**src/rtl/lsu_pkg.sv**
```systemverilog
`default_nettype none
// ============================================================================
// Module      : lsu_pkg
// Description : Shared types and helpers for the M-stage load/store unit.
//               Holds the FSM state enum, the funct3 size codes and the
//               word-crossing predicate used by the LSU and its aligner.
// Revision    : 1.0  initial release
// ============================================================================
package lsu_pkg;

   typedef enum logic [1:0] {
      IDLE = 2'd0,
      REQ1 = 2'd1,
      REQ2 = 2'd2,
      DONE = 2'd3
   } lsu_state_t;

   localparam logic [1:0] SZ_B = 2'b00;
   localparam logic [1:0] SZ_H = 2'b01;
   localparam logic [1:0] SZ_W = 2'b10;

   // An access crosses into the next word when its last byte lands beyond
   // lane 3. Bytes never cross; halfwords cross only from offset 3.
   function automatic logic crosses_word(input logic [1:0] size, input logic [1:0] off);
      return ((size == SZ_H) && (off == 2'd3)) ||
             ((size == SZ_W) && (off != 2'd0));
   endfunction

endpackage
`default_nettype wire

```
**src/rtl/lsu_align.sv**
```systemverilog
`default_nettype none
// ============================================================================
// Module      : lsu_align
// Description : Purely combinational lane logic for the LSU.
//               Store side: byte-lane enables and lane-shifted write data for
//               the first word (lo) and, for word-crossing accesses, the
//               following word (hi).
//               Load side: merges two bus words little-endian, shifts the
//               addressed bytes down and sign/zero-extends to 32 bits.
// Ports       : st_size/st_off/st_data  store size, byte offset, raw data
//               be_lo/be_hi             lane enables, first/second word
//               wdata_lo/wdata_hi       shifted store data, first/second word
//               ld_size/ld_off/ld_zext  load size, byte offset, zero-extend
//               ld_lo/ld_hi             first/second bus read word
//               ld_data                 aligned, extended load result
// Revision    : 1.0  initial release
// ============================================================================
module lsu_align (
   input  logic [1:0]  st_size,
   input  logic [1:0]  st_off,
   input  logic [31:0] st_data,
   output logic [3:0]  be_lo,
   output logic [3:0]  be_hi,
   output logic [31:0] wdata_lo,
   output logic [31:0] wdata_hi,
   input  logic [1:0]  ld_size,
   input  logic [1:0]  ld_off,
   input  logic        ld_zext,
   input  logic [31:0] ld_lo,
   input  logic [31:0] ld_hi,
   output logic [31:0] ld_data
);
   import lsu_pkg::*;

   logic [7:0]  size_mask;
   logic [7:0]  lanes;
   logic [63:0] st_wide;
   logic [31:0] ld_shifted;

   always_comb begin
      size_mask = 8'h0F;
      case (st_size)
         SZ_B:    size_mask = 8'h01;
         SZ_H:    size_mask = 8'h03;
         default: size_mask = 8'h0F;
      endcase
   end

   // Lanes and data are computed across an 8-byte window so that the part
   // spilling past lane 3 naturally lands in the second word.
   assign lanes    = size_mask << st_off;
   assign be_lo    = lanes[3:0];
   assign be_hi    = lanes[7:4];
   assign st_wide  = {32'd0, st_data} << {st_off, 3'b000};
   assign wdata_lo = st_wide[31:0];
   assign wdata_hi = st_wide[63:32];

   assign ld_shifted = 32'({ld_hi, ld_lo} >> {ld_off, 3'b000});

   always_comb begin
      ld_data = ld_shifted;
      case (ld_size)
         SZ_B: ld_data = ld_zext ? {24'd0, ld_shifted[7:0]}
                                 : {{24{ld_shifted[7]}}, ld_shifted[7:0]};
         SZ_H: ld_data = ld_zext ? {16'd0, ld_shifted[15:0]}
                                 : {{16{ld_shifted[15]}}, ld_shifted[15:0]};
         default: ld_data = ld_shifted;
      endcase
   end

endmodule
`default_nettype wire

```
**src/rtl/mem_stage_lsu.sv**
```systemverilog
`default_nettype none
// ============================================================================
// Module      : mem_stage_lsu
// Description : M-stage load/store unit. Issues registered data-bus
//               transactions, stalls IF..M while one is outstanding, and
//               returns an aligned, extended ReadDataM in the DONE cycle.
//               Word-crossing accesses are split into two bus transactions
//               when MISALIGNED_SPLIT_EN is defined; otherwise they are
//               rejected with a MisalignM pulse and no bus cycle.
// Params      : TIMEOUT_CYCLES  bus_ready wait limit per transaction (2..255)
// Ports       : clk, reset (async, active-high)
//               MemReadM/MemWriteM/ByteSrcM/ALUResultM/WriteDataM  request
//               bus_req/bus_we/bus_addr/bus_be/bus_wdata  registered bus out
//               bus_ready/bus_rdata                       bus response
//               ReadDataM/StallM/BusErrM/MisalignM        pipeline results
// Revision    : 1.0  initial release
// ============================================================================
module mem_stage_lsu #(
   parameter int TIMEOUT_CYCLES = 64
) (
   input  logic        clk,
   input  logic        reset,
   input  logic        MemReadM,
   input  logic        MemWriteM,
   input  logic [2:0]  ByteSrcM,
   input  logic [31:0] ALUResultM,
   input  logic [31:0] WriteDataM,
   output logic        bus_req,
   output logic        bus_we,
   output logic [31:0] bus_addr,
   output logic [3:0]  bus_be,
   output logic [31:0] bus_wdata,
   input  logic        bus_ready,
   input  logic [31:0] bus_rdata,
   output logic [31:0] ReadDataM,
   output logic        StallM,
   output logic        BusErrM,
   output logic        MisalignM
);
   import lsu_pkg::*;

   localparam logic [7:0] TO_LAST = 8'(TIMEOUT_CYCLES - 1);

   lsu_state_t  state;
   logic [1:0]  size_q;
   logic [1:0]  off_q;
   logic        zext_q;
   logic [7:0]  tcnt;

   logic        access;
   logic        cross_in;
   logic        timeout;
   logic [3:0]  be_lo;
   logic [3:0]  be_hi;
   logic [31:0] wdata_lo;
   logic [31:0] wdata_hi;
   logic [31:0] ld_lo;
   logic [31:0] load_data;

`ifdef MISALIGNED_SPLIT_EN
   logic        cross_q;
   logic [3:0]  be_hi_q;
   logic [31:0] wdata_hi_q;
   logic [31:0] rdata1_q;

   // In REQ2 the low bytes come from the word captured at the end of REQ1.
   assign ld_lo = (state == REQ2) ? rdata1_q : bus_rdata;
`else
   logic        unused_hi;

   assign ld_lo     = bus_rdata;
   assign unused_hi = ^{be_hi, wdata_hi};
`endif

   assign access   = MemReadM | MemWriteM;
   assign StallM   = access && (state != DONE);
   assign cross_in = crosses_word(ByteSrcM[1:0], ALUResultM[1:0]);
   // Ready in the last allowed cycle still completes the transaction.
   assign timeout  = !bus_ready && (tcnt == TO_LAST);

   lsu_align u_align (
      .st_size  (ByteSrcM[1:0]),
      .st_off   (ALUResultM[1:0]),
      .st_data  (WriteDataM),
      .be_lo    (be_lo),
      .be_hi    (be_hi),
      .wdata_lo (wdata_lo),
      .wdata_hi (wdata_hi),
      .ld_size  (size_q),
      .ld_off   (off_q),
      .ld_zext  (zext_q),
      .ld_lo    (ld_lo),
      .ld_hi    (bus_rdata),
      .ld_data  (load_data)
   );

   always_ff @(posedge clk or posedge reset) begin
      if (reset) begin
         state      <= IDLE;
         size_q     <= 2'd0;
         off_q      <= 2'd0;
         zext_q     <= 1'b0;
         tcnt       <= 8'd0;
         bus_req    <= 1'b0;
         bus_we     <= 1'b0;
         bus_addr   <= 32'd0;
         bus_be     <= 4'd0;
         bus_wdata  <= 32'd0;
         ReadDataM  <= 32'd0;
         BusErrM    <= 1'b0;
         MisalignM  <= 1'b0;
`ifdef MISALIGNED_SPLIT_EN
         cross_q    <= 1'b0;
         be_hi_q    <= 4'd0;
         wdata_hi_q <= 32'd0;
         rdata1_q   <= 32'd0;
`endif
      end else begin
         BusErrM   <= 1'b0;
         MisalignM <= 1'b0;
         case (state)
            IDLE: begin
               if (access) begin
                  size_q <= ByteSrcM[1:0];
                  off_q  <= ALUResultM[1:0];
                  zext_q <= ByteSrcM[2];
                  tcnt   <= 8'd0;
`ifndef MISALIGNED_SPLIT_EN
                  if (cross_in) begin
                     // Rejected without touching the bus; a store is dropped.
                     state     <= DONE;
                     MisalignM <= 1'b1;
                     ReadDataM <= 32'd0;
                  end else
`endif
                  begin
                     state     <= REQ1;
                     bus_req   <= 1'b1;
                     bus_we    <= MemWriteM;
                     bus_addr  <= {ALUResultM[31:2], 2'b00};
                     bus_be    <= be_lo;
                     bus_wdata <= wdata_lo;
`ifdef MISALIGNED_SPLIT_EN
                     cross_q    <= cross_in;
                     be_hi_q    <= be_hi;
                     wdata_hi_q <= wdata_hi;
`endif
                  end
               end
            end

            REQ1: begin
               if (bus_ready) begin
                  tcnt <= 8'd0;
`ifdef MISALIGNED_SPLIT_EN
                  if (cross_q) begin
                     state     <= REQ2;
                     rdata1_q  <= bus_rdata;
                     bus_addr  <= bus_addr + 32'd4;
                     bus_be    <= be_hi_q;
                     bus_wdata <= wdata_hi_q;
                  end else
`endif
                  begin
                     state     <= DONE;
                     bus_req   <= 1'b0;
                     bus_we    <= 1'b0;
                     ReadDataM <= bus_we ? 32'd0 : load_data;
                  end
               end else if (timeout) begin
                  state     <= DONE;
                  tcnt      <= 8'd0;
                  bus_req   <= 1'b0;
                  bus_we    <= 1'b0;
                  ReadDataM <= 32'd0;
                  BusErrM   <= 1'b1;
               end else begin
                  tcnt <= tcnt + 8'd1;
               end
            end

`ifdef MISALIGNED_SPLIT_EN
            REQ2: begin
               if (bus_ready) begin
                  state     <= DONE;
                  tcnt      <= 8'd0;
                  bus_req   <= 1'b0;
                  bus_we    <= 1'b0;
                  ReadDataM <= bus_we ? 32'd0 : load_data;
               end else if (timeout) begin
                  state     <= DONE;
                  tcnt      <= 8'd0;
                  bus_req   <= 1'b0;
                  bus_we    <= 1'b0;
                  ReadDataM <= 32'd0;
                  BusErrM   <= 1'b1;
               end else begin
                  tcnt <= tcnt + 8'd1;
               end
            end
`endif

            DONE: begin
               state <= IDLE;
            end

            default: begin
               state   <= IDLE;
               bus_req <= 1'b0;
               bus_we  <= 1'b0;
            end
         endcase
      end
   end

endmodule
`default_nettype wire

```
**config.mk**
```make
export PLATFORM = sky130hd
export DESIGN_NAME = mem_stage_lsu
export DESIGN_NICKNAME = d
export VERILOG_FILES = /design/src/rtl/lsu_pkg.sv /design/src/rtl/lsu_align.sv /design/src/rtl/mem_stage_lsu.sv
export SDC_FILE = /design/constraint.sdc
export NUM_CORES = 1
export LEC_CHECK = 0
export ABC_AREA = 1
export CAP_MARGIN = 10
export CORE_ASPECT_RATIO = 2
export CORE_MARGIN = 2
export CORE_UTILIZATION = 30
export CTS_CLUSTER_DIAMETER = 50
export DETAILED_ROUTE_END_ITERATION = 10
export HOLD_SLACK_MARGIN = 0.03
export SLEW_MARGIN = 25
export SYNTH_ARGS = -nofsm -noshare
export SYNTH_HDL_FRONTEND = slang
export SYNTH_HIERARCHICAL = 1
export SYNTH_SLANG_ARGS = --single-unit
```
**constraint.sdc**
```tcl
create_clock -name clk -period 5.6 [get_ports clk]
set_input_delay 1.12 -clock clk [delete_from_list [all_inputs] [get_ports clk]]
set_output_delay 1.12 -clock clk [all_outputs]
set_load 0.01 [all_outputs]
```
==> results.md <==
- Outcome: complete, no violations
- Flop pwr share: 30.0%
- DP Wirelength: 15,400 um
- Comb power frac: 46.3%
- NetSw: 1.84 mW
- Initial core utilization: 30.4%
- Area of the multi-input gates: 0.00281 sq mm
- Post-Place Cells: 1,347
- Die area: 0.0230 sq mm
- Total negative slack: 0 ps
- Mapped cell area: 0.00651 sq mm
- Worst IR drop on VDD: 0.000210 V
- Sw Ratio: 39.7%
- Max Cap Violations: 0
- WL per Instance: 14.8 um
- Vias in the first global route: 6,054
- Avg Cell Area, Syn: 7.14 sq um
- TritonCTS sink count: 117
- Nets: 1,199
- GP Congestion: 0.863
- CP Data Arrival Time: 2360 ps
- TritonCTS buffer count: 17
- Fmax achieved: 287 MHz
- # fillers: 2,201
- Slew headroom: 48.3%
- Critical Path, Cell by Cell: clkdlybuf4s50_1 -> nor2_4 -> nor2_1 -> clkdlybuf4s50_1
- Hold_buf cts: 0
- Antenna Violating Nets Remaining: 0
- Pre-antenna DRT Iters: 7
- Worst Hold Class: flip-flop to flip-flop
- RSZ-0062 raised after global routing: false
- P_int: 2.78 mW
- Drt initial violations: 219
- DRC Markers: 0
- CP required: 4480 ps
- PwrDens: 498 mW/mm^2
- Clock share of power: 23.7%
- CP peak stage delay: 540 ps
- Pins Over Slew Limit: 0
- CTS Buffer Depth: 2
- Worst-path clk slew: 60 ps
- Total track usage: 18.3%
- Critical path class: primary input to primary output
- Initial antenna violation count: 0
- Htree depth: 4
- Leakage power: 4.54 nW
- CP endpoint kind: primary output
- Commonest non-fill, non-tap cell in the layout: nand2_1
- DR vias/cell: 4.57
- Congestion Overflow GR: 0
- Vias: 6,308
- Core area: 0.0214 sq mm
- Share of layout cells above drive strength 1: 5.42%
- Final hold violations: 0
- Largest net degree at the start of global routing: 79
- Io pins: 209
- CP max-delay cell: clkdlybuf4s50_1
- Final Routed Wirelength: 20,400 um
- Die Y: 212 um
- DR WL met2: 11,200 um
- Yosys warning total: 6
- Setup bufs post-CTS: 0
- Critical path startpoint category: primary input
- CTS root buf: clkbuf_16
- Reg-to-reg setup timing slack: 3260 ps
- Synthesis-to-layout area growth: 42.5%
- Die W: 108 um
- CP most frequent cell: clkdlybuf4s50_1
- Period Utilization, post-route: 62.2%
- Sequential Area: 0.00293 sq mm
- Uppermost layer routed: met4
- TritonCTS clock tree: built
- PostCTS Resize Cnt: 0
- Max Fanout on Critical Path: 6
- Buffers on Ports: 206
- Wl on met1: 7370 um
- Worst-Margin Slew: 773 ps
- Mapped Cells: 912
- Worst skew pair latency: 420 ps
- FP Rows: 76
- Routed length on met3: 962 um
- Global-route wire length before repair: 31,900 um
- Most frequent cells in the layout: 324 x nand2_1, 206 x clkdlybuf4s50_1, 117 x dfrtp_1
- Final setup vio count: 0
- Ant diodes: 0
- Post-route insts no fill: 1,380
- Worst Skew: 8.65 ps
- Tmin final: 3480 ps
final timing paths:
check / from / depth (start not counted) / end
max: MemWriteM / 4 / StallM
min: ReadDataM[19] / 2 / ReadDataM[19]
max reg2reg: state[1] / 5 / bus_wdata[4]
min reg2reg: ReadDataM[19] / 2 / ReadDataM[19]
max in group asynchronous: reset / 3 / bus_addr[11]
min in group asynchronous: reset / 2 / bus_wdata[2]
cell type report:
class	instances	area share, %
Clock buffer	17	4.59
Timing Repair Buffer	216	23.1
Inverter	121	4.92
Clock inverter	15	1.86
Sequential cell	117	31.6
Tap cell	273	3.68
Multi-Input combinational cell	621	30.3
metal layers:
layer | GRT usage (%) | up-vias
met2 | 34.0 | 210
met1 | 18.9 | 2826
met3 | 3.19 | 36
met5 | 0 | -
li1 | - | 3236
met4 | 9.99 | 0
registers in the layout, indices dropped and copies added, names as in the netlist, 2 cells and up:
register,cells
bus_addr,30
ReadDataM,32
bus_be,4
bus_wdata,32
tcnt,8
size_q,2
state,2
off_q,2
power groups by stage:
| stage | clock network (mW) | logic, mW | registers (mW) |
|---|---|---|---|
| floorplan | 0 | 1.16 | 1.48 |
| global placement | 0 | 2.13 | 1.39 |
| detailed placement | 0 | 2.16 | 1.40 |
| CTS | 1.13 | 2.17 | 1.39 |
| global route | 1.16 | 2.39 | 1.43 |
| finish | 1.10 | 2.14 | 1.38 |
through the flow:
stage / cell area (sq um) / setup WS, ps / hold slack [ps] / power (mW) / util (%)
2_1_floorplan: 6510 / 1380 / 467 / 2.64 / -
3_3_place_gp: 8670 / 2050 / 453 / 3.53 / 40.5
3_5_place_dp: 8670 / 1980 / 459 / 3.56 / 40.5
4_1_cts: 9270 / 2100 / 473 / 4.69 / 43.3
5_1_grt: 9280 / 2050 / 488 / 4.98 / 43.4
6_report: 9280 / 2120 / 469 / 4.62 / 43.4
critical path: cells and delay by family:
family                 cells  cell delay, ps
buffers and inverters      2            1050
and+or+nand+nor            2             190
(Power assumes the default switching activity.)
